--- src/rtl/wave_gen_dds.sv ---
// rtl/wave_gen_dds.sv - DDS waveform generator: phase accumulator, wrap-aligned select latch,
// and a fixed two-stage pipeline from phase to an 8-bit unsigned sample.
module wave_gen_dds #(
  parameter int         ACC_W = 32,
  parameter logic [7:0] MID   = 8'd128
) (
  input  logic             clk,
  input  logic             rst,
  input  logic             en,
  input  logic [ACC_W-1:0] freq_word,
  input  logic [2:0]       wave_sel,
  output logic [7:0]       dout,
  output logic             wrap_pulse,
  output logic [2:0]       sel_active
);

  // Quarter-wave sine magnitude, round(127.5*sin(2*pi*(k+0.5)/256)).
  function automatic logic [6:0] quarter_sine(input logic [5:0] k);
    logic [6:0] q;
    case (k)
      6'd0:  q = 7'd2;    6'd1:  q = 7'd5;    6'd2:  q = 7'd8;    6'd3:  q = 7'd11;
      6'd4:  q = 7'd14;   6'd5:  q = 7'd17;   6'd6:  q = 7'd20;   6'd7:  q = 7'd23;
      6'd8:  q = 7'd26;   6'd9:  q = 7'd29;   6'd10: q = 7'd32;   6'd11: q = 7'd36;
      6'd12: q = 7'd39;   6'd13: q = 7'd41;   6'd14: q = 7'd44;   6'd15: q = 7'd47;
      6'd16: q = 7'd50;   6'd17: q = 7'd53;   6'd18: q = 7'd56;   6'd19: q = 7'd59;
      6'd20: q = 7'd61;   6'd21: q = 7'd64;   6'd22: q = 7'd67;   6'd23: q = 7'd70;
      6'd24: q = 7'd72;   6'd25: q = 7'd75;   6'd26: q = 7'd77;   6'd27: q = 7'd80;
      6'd28: q = 7'd82;   6'd29: q = 7'd84;   6'd30: q = 7'd87;   6'd31: q = 7'd89;
      6'd32: q = 7'd91;   6'd33: q = 7'd93;   6'd34: q = 7'd96;   6'd35: q = 7'd98;
      6'd36: q = 7'd100;  6'd37: q = 7'd101;  6'd38: q = 7'd103;  6'd39: q = 7'd105;
      6'd40: q = 7'd107;  6'd41: q = 7'd109;  6'd42: q = 7'd110;  6'd43: q = 7'd112;
      6'd44: q = 7'd113;  6'd45: q = 7'd115;  6'd46: q = 7'd116;  6'd47: q = 7'd117;
      6'd48: q = 7'd118;  6'd49: q = 7'd120;  6'd50: q = 7'd121;  6'd51: q = 7'd122;
      6'd52: q = 7'd122;  6'd53: q = 7'd123;  6'd54: q = 7'd124;  6'd55: q = 7'd125;
      6'd56: q = 7'd125;  6'd57: q = 7'd126;  6'd58: q = 7'd126;  6'd59: q = 7'd127;
      6'd60: q = 7'd127;  6'd61: q = 7'd127;  6'd62: q = 7'd127;
      default: q = 7'd127;
    endcase
    return q;
  endfunction

  function automatic logic [7:0] wave_fn(input logic [2:0] sel, input logic [7:0] p);
    logic [7:0] tri_up;
    logic [6:0] q;
    tri_up = {p[6:0], 1'b0};
    // Odd quadrants run the table backwards; 63-i equals ~i in six bits.
    q = quarter_sine(p[6] ? ~p[5:0] : p[5:0]);
    case (sel)
      3'd0:    wave_fn = p[7] ? (8'd127 - {1'b0, q}) : (8'd128 + {1'b0, q});
      3'd1:    wave_fn = p[7] ? (8'd255 - tri_up) : tri_up;
      3'd2:    wave_fn = p;
      3'd3:    wave_fn = p[7] ? 8'd0 : 8'd255;
      default: wave_fn = MID;
    endcase
  endfunction

  logic [ACC_W-1:0] acc_q, acc_d;
  logic             acc_wrap_q, acc_wrap_d;
  logic [2:0]       sel_active_q, sel_active_d;
  logic [7:0]       p_q, p_d;
  logic [2:0]       sel_q, sel_d;
  logic             wrap_q, wrap_d;
  logic [7:0]       dout_q, dout_d;
  logic             wrap_pulse_q, wrap_pulse_d;
  logic [ACC_W:0]   sum;
  logic             wrap;

  always_comb begin
    sum          = {1'b0, acc_q} + {1'b0, freq_word};
    wrap         = en & sum[ACC_W];
    acc_d        = en ? sum[ACC_W-1:0] : acc_q;
    acc_wrap_d   = wrap;
    // A stopped or zero-rate accumulator has no period to protect, so follow the request directly.
    sel_active_d = (wrap || !en || freq_word == '0) ? wave_sel : sel_active_q;
    p_d          = acc_q[ACC_W-1 -: 8];
    sel_d        = sel_active_q;
    wrap_d       = acc_wrap_q;
    dout_d       = wave_fn(sel_q, p_q);
    wrap_pulse_d = wrap_q;
  end

  always_ff @(posedge clk or posedge rst) begin
    if (rst) begin
      acc_q        <= '0;
      acc_wrap_q   <= 1'b0;
      sel_active_q <= 3'd0;
      p_q          <= 8'd0;
      sel_q        <= 3'd0;
      wrap_q       <= 1'b0;
      dout_q       <= MID;
      wrap_pulse_q <= 1'b0;
    end else begin
      acc_q        <= acc_d;
      acc_wrap_q   <= acc_wrap_d;
      sel_active_q <= sel_active_d;
      p_q          <= p_d;
      sel_q        <= sel_d;
      wrap_q       <= wrap_d;
      dout_q       <= dout_d;
      wrap_pulse_q <= wrap_pulse_d;
    end
  end

  assign dout       = dout_q;
  assign wrap_pulse = wrap_pulse_q;
  assign sel_active = sel_active_q;

endmodule
--- config.mk ---
export PLATFORM = sky130hd
export DESIGN_NAME = wave_gen_dds
export DESIGN_NICKNAME = d
export VERILOG_FILES = /design/src/rtl/wave_gen_dds.sv
export SDC_FILE = /design/constraint.sdc
export NUM_CORES = 1
export LEC_CHECK = 0
export CAP_MARGIN = 0
export CORE_UTILIZATION = 53
export DETAILED_ROUTE_END_ITERATION = 10
export GPL_ROUTABILITY_DRIVEN = 0
export GPL_TIMING_DRIVEN = 0
export PLACE_DENSITY = 0.83
export SLEW_MARGIN = 20
export SYNTH_ARGS = -nofsm -noshare
export SYNTH_HDL_FRONTEND = slang
export SYNTH_SLANG_ARGS = --single-unit
--- constraint.sdc ---
create_clock -name clk -period 3.2 [get_ports clk]
set_input_delay 0.96 -clock clk [delete_from_list [all_inputs] [get_ports clk]]
set_output_delay 0.96 -clock clk [all_outputs]
set_load 0.01 [all_outputs]
======== Word-level counts from Yosys, hierarchy flattened ========
Memories as Yosys holds them, arrays and structs flattened.
Cells that the tools add are included.
W data, S select, Z words.
word-level totals
  register bits ........................... 57
  bits in read-only memories .............. 448
  input port bits ......................... 38
  output and inout port bits .............. 12
  logic and storage cells ................. 28
  memories kept ........................... 1
cells by class
  add/sub/neg operators ................... 4
  equality and inequality tests ........... 3
  muxes and demuxes ....................... 5
  bitwise logic cells ..................... 2
  reduce and logical (&&, ||, !) cells .... 5
memories
  memory           words  bits a word  read ports  clocked after Yosys merged registers in  wr ports  RTL line  text
  (no name shown)  64     7            1           0                                        0         20        case (k)
operators with widths
  cell                   number
  $add A32 B32 Y33       1
  $logic_not A32 Y1      1
  $pmux W8 S4            1
  $mux W8                3
  $add A8 B7 Y8 const A  1
  $sub A7 B7 Y8 const A  1
  $sub A8 B8 Y8 const A  1
  $eq A3 B2 Y1 const B   2
  $mux W6                1
  $not A6 Y6             1
  $eq A3 B1 Y1 const B   1
  $logic_not A3 Y1       1
  $logic_or A1 B1 Y1     2
  $and A1 B1 Y1          1
  $logic_not A1 Y1       1

======== Depth between registers and ports, before layout ========
An unclocked memory read counts as a cell.
  word-level depth ........................ 6
  gate-level depth with buffers ........... 13
  gate-level depth less buffers ........... 10

======== Worst setup path after synthesis ========
Ideal clock, no wire load.
  kind .................................... input port to flip-flop
  start ................................... input freq_word[0]
  end ..................................... register sel_active_q[0], in the netlist sel_active[0]
  library setup time ...................... 0.125 ns
  arrival time ............................ 3.236 ns
  required time ........................... 3.075 ns
  setup slack ............................. -0.161 ns
  stages .................................. 10
  buffers on the path ..................... 1
  cells stage by stage .................... ha_1 -> fa_1 -> a21o_1 -> a221oi_2 -> o31ai_2 -> a31o_1 -> buf_2 -> a31o_1 -> or2_4 -> mux2_4
on the way
  longest elaborated chain between the ends .. 4
  elaborated cells between the ends (all ways) .. 5
  those cells by class .................... 1 x add/sub; 1 x bitwise; 3 x reduce/logical
ends and longest elaborated chain
  item                    RTL line  text
  from (decl)             10        input logic [ACC_W-1:0] freq_word,
  $add A32 B32 Y33        69        sum = {1'b0, acc_q} + {1'b0, freq_word};
  $and A1 B1 Y1           70        wrap = en & sum[ACC_W];
  $logic_or A1 B1 Y1      74        sel_active_d = (wrap || !en || freq_word == '0) ? wave_sel : sel_active_q;
  $logic_or A1 B1 Y1 (*)  74
  to (signal assigned)    95        sel_active_q <= sel_active_d;
  to (decl)               59        logic [2:0] sel_active_q, sel_active_d;
Mark *: on every way between the ends. The rest lies on a longest branch, timed or not.
A chain may end at the register's enable or synchronous reset.

======== Worst setup path after layout ========
  start ................................... register p_q[6]
  end ..................................... register dout_q[3], in the netlist dout[3]
on the way
  longest elaborated chain between the ends .. 5
  elaborated cells between the ends (all ways) .. 6
  those cells by class .................... 2 x add/sub; 3 x mux; 1 x memory
ends and longest elaborated chain
  item                                            RTL line  text
  from (decl)                                     60        logic [7:0] p_q, p_d;
  from (signal assigned)                          96        p_q <= p_d;
  $mux W6 (*)                                     47        q = quarter_sine(p[6] ? ~p[5:0] : p[5:0]);
  $mem_v2 Z64 W7 (*)                              n/a
  $add A8 B7 Y8 or $sub A7 B7 Y8 (tied branches)  49        3'd0: wave_fn = p[7] ? (8'd127 - {1'b0, q}) : (8'd128 + {1'b0, q});
  $mux W8 (*)                                     49
  $pmux W8 S4 (*)                                 48        case (sel)
  named net dout_d[3]                             63        logic [7:0] dout_q, dout_d;
  to (signal assigned)                            99        dout_q <= dout_d;
  to (decl)                                       63
The timed path passes the listed nets; every way through them passes the cells marked *.

==> flow_summary.yaml <==
hold_path:
  hold_start: "wrap_pulse_d"
  holdPathEnd: "wrap_pulse"
  min_path_cells: 0
  hold_path_class: "reg -> reg"
setup_path:
  rr_worst_depth: 12
  slowest_delay_ns: 0.45
  crit_path_end_kind: "register"
  crit_fanout: 19
  reg2reg_to: "dout[3]"
  r2r_slack_ns: 0.07
  cp-start-kind: "register"
  path_cells: "buf_6 -> buf_8 -> xnor2_4 -> inv_1 -> ha_4 -> xnor2_2 -> mux2i_1 -> o311ai_0 -> a311o_1 -> mux2_2 -> o21ai_0 -> a211oi_1"
  reg2reg_from: "p_q[6]"
  critPathSlowestCell: "dfrtp_2"
  worstPathArrival_ns: 3.34
  crit_required_ns: 3.41
  worst-setup-path-type: "reg -> reg"
  crit_start: "p_q[6]"
sta:
  tns_ns: 0
  fin_skew_ns: 0.0147
  finalCriticalPeriod_ns: 3.13
  tightestPinTransition_ns: 0.697
  fmax_ghz: 0.319
  setup_viol: 0
  max_slew_margin: 0.536
  hold_viol: 0
  drv_slew: 0
  post-route-period-util: 0.979
routing:
  firstDrtPassIters: 5
  wl_mm: 15.0
  drtIter0Drc: 551
  viasPerCell: 6.58
  ant_nets: 0
  via_count: 5311
  routedWlPerCell_um: 18.6
  drc: 0
cts:
  tritoncts: "yes"
  clk_pin_slew_ns: 0.07
  clk_latency_ns: 0.34
  htreeDepth: 3
  cts_buffers: 9
  clockBufferDepth: 2
  clock_sinks: 57
  cts_root_buffer: "clkbuf_8"
placement:
  placed_area_um2: 5920
  io_buffers: 48
  hpwl_mm: 10.5
floorplanning:
  core_area_um2: 9420
  fp.dieW_um: 102
  io_pins: 50
  start_util: 0.558
  dieArea_um2: 10300
  die_h_um: 102
  rows: 35
synthesis:
  synthesis.nets: 691
  ys_types: 69
  synthesis.area_um2: 5250
  seq_area_frac_synth: 0.272
  avgSynthCellArea_um2: 8.56
  synthFlopType: "dfrtp_1"
  synthCells: 613
  ys_warn_count: 0
  ys_seq_elements: 57
  synthArstFlopShare: 1.00
  synth-edff-count: 0
run_status:
  outcome: "finished, final reports clean"
pwr:
  p_leak_nw: 2.64
  ir_drop_v: 0.000505
  power_density_nw_per_um2: 1240
grt:
  grtUsageTotal: 0.292
  antenna_found_initial: 0
  grt_max_degree: 58
  grt_pass1_vias: 5081
  grt_first_pass_wirelength_mm: 24.0
  overflow: 0
finish:
  insertedDiodeCount: 0
  drive_above_1_share: 0.187
  finalInstanceArea_um2: 6520
  areaGrowthSynthToFinish_pct: 24.2
  fin_nets: 751
  fillCellCount: 719
run:
  drv_cap: 0
synthesized netlist by cell type (12+ instances only):
master | number | area, um^2
dfrtp_1 | 56 | 1400
nor2_1 | 51 | 191
a21oi_1 | 46 | 230
ha_1 | 39 | 488
nand2_1 | 39 | 146
o21ai_0 | 36 | 180
mux2_2 | 28 | 315
clkbuf_1 | 23 | 86.3
xnor2_1 | 22 | 193
inv_1 | 19 | 71.3
a21o_1 | 13 | 97.6
xor2_1 | 12 | 105
per-stage QoR:
step | setup slack (ns) | total power [mW] | utilization | hold slack, ns | cells
detailed placement | -0.754 | 6.46 | 0.628 | 0.335 | 790
finish | 0.0663 | 8.09 | 0.692 | 0.350 | 807
global route | -0.0655 | 8.63 | 0.692 | 0.369 | 807
floorplan | -0.0275 | 5.25 | - | 0.331 | 613
global placement | -0.729 | 6.29 | 0.628 | 0.333 | 790
CTS | 0.00796 | 7.61 | 0.676 | 0.347 | 807
cell type report:
cell class	count	area (um^2)	share of cell area
clock inverter	4	73.8	0.0113
clock buffer	12	165	0.0253
buffer	32	159	0.0244
tap	129	161	0.0248
sequential	57	1430	0.219
multi-input combinational	496	3910	0.599
timing repair buffer	56	542	0.0831
inverter	21	81.3	0.0125
placed cells by master (no fill, tap or decap), types with 12 or more instances in the layout:
master           netlist  routed
nand2_1               39      37
dfrtp_1               56      55
clkbuf_1              23      15
clkbuf_8               0      12
a21o_1                13      13
ha_1                  39      17
mux2_2                28      28
xnor2_1               22      20
a21oi_1               46      41
nor2_1                51      50
clkdlybuf4s50_1        0      36
inv_1                 19      18
ha_4                   0      13
o21ai_0               36      34
worst max-delay path, delay by kind of cell, from the launching register on:
| kind | cells | cell delay (ns) |
|---|---|---|
| multiplexers | 2 | 0.53 |
| adder cells (fa/ha/maj) | 1 | 0.22 |
| AO/OA/AOI/OAI | 4 | 0.91 |
| XOR/XNOR | 2 | 0.39 |
| buffers and inverters | 3 | 0.50 |
| flip-flops | 1 | 0.45 |
state kept, by name, indices dropped and copies added (netlist names):
register	flops
acc_q	32
dout	8
wrap_pulse	1
sel_q	3
acc_wrap_q	1
p_q	8
sel_active	3
wrap_pulse_d	1
cell families (layout without fill, tap and decap cells):
group                    count (synthesis)  after routing  share of synthesized area
XOR/XNOR                                34             34                     0.0567
buffers and inverters                   60            125                     0.0455
flip-flops                              57             57                      0.272
AND/OR/NAND/NOR                        182            182                      0.176
multiplexers                            45             45                      0.105
AO/OA/AOI/OAI                          195            195                      0.248
adder cells (fa/ha/maj)                 40             40                     0.0968
metal layers:
layer | GRT usage | share of wire | vias to the layer above
met5 | 0 | 0 | -
met4 | 0.107 | 0.029 | 0
met3 | 0.0449 | 0.077 | 60
met2 | 0.498 | 0.48 | 335
met1 | 0.374 | 0.41 | 2505
li1 | - | - | 2411
power breakdown:
part | internal [mW] | switching, mW | total (mW) | leakage (nW)
sequential | 1.08 | 0.254 | 1.33 | 0.678
combinational | 2.67 | 3.28 | 5.95 | 1.84
clock | 0.502 | 0.305 | 0.808 | 0.123
total | 4.25 | 3.84 | 8.09 | 2.64
worst max path at each step:
stage                          endpoint  slack, ns  cells past startpoint
after global placement    sel_active[1]      -0.73                     11
after global routing          acc_q[29]      -0.07                      9
after floorplan           sel_active[0]      -0.03                     10
after detailed placement  sel_active[0]      -0.75                     11
final                           dout[3]       0.07                     12
after CTS                     acc_q[17]      0.008                      8
repair_timing:
item	CTS	global route
buffers inserted	6	2
pin swaps	9	10
setup endpoints to repair	23	19
resized for setup	47	34
endpoints found under the hold margin	0	0
hold buffers	0	0
(Power assumes the default switching activity.)
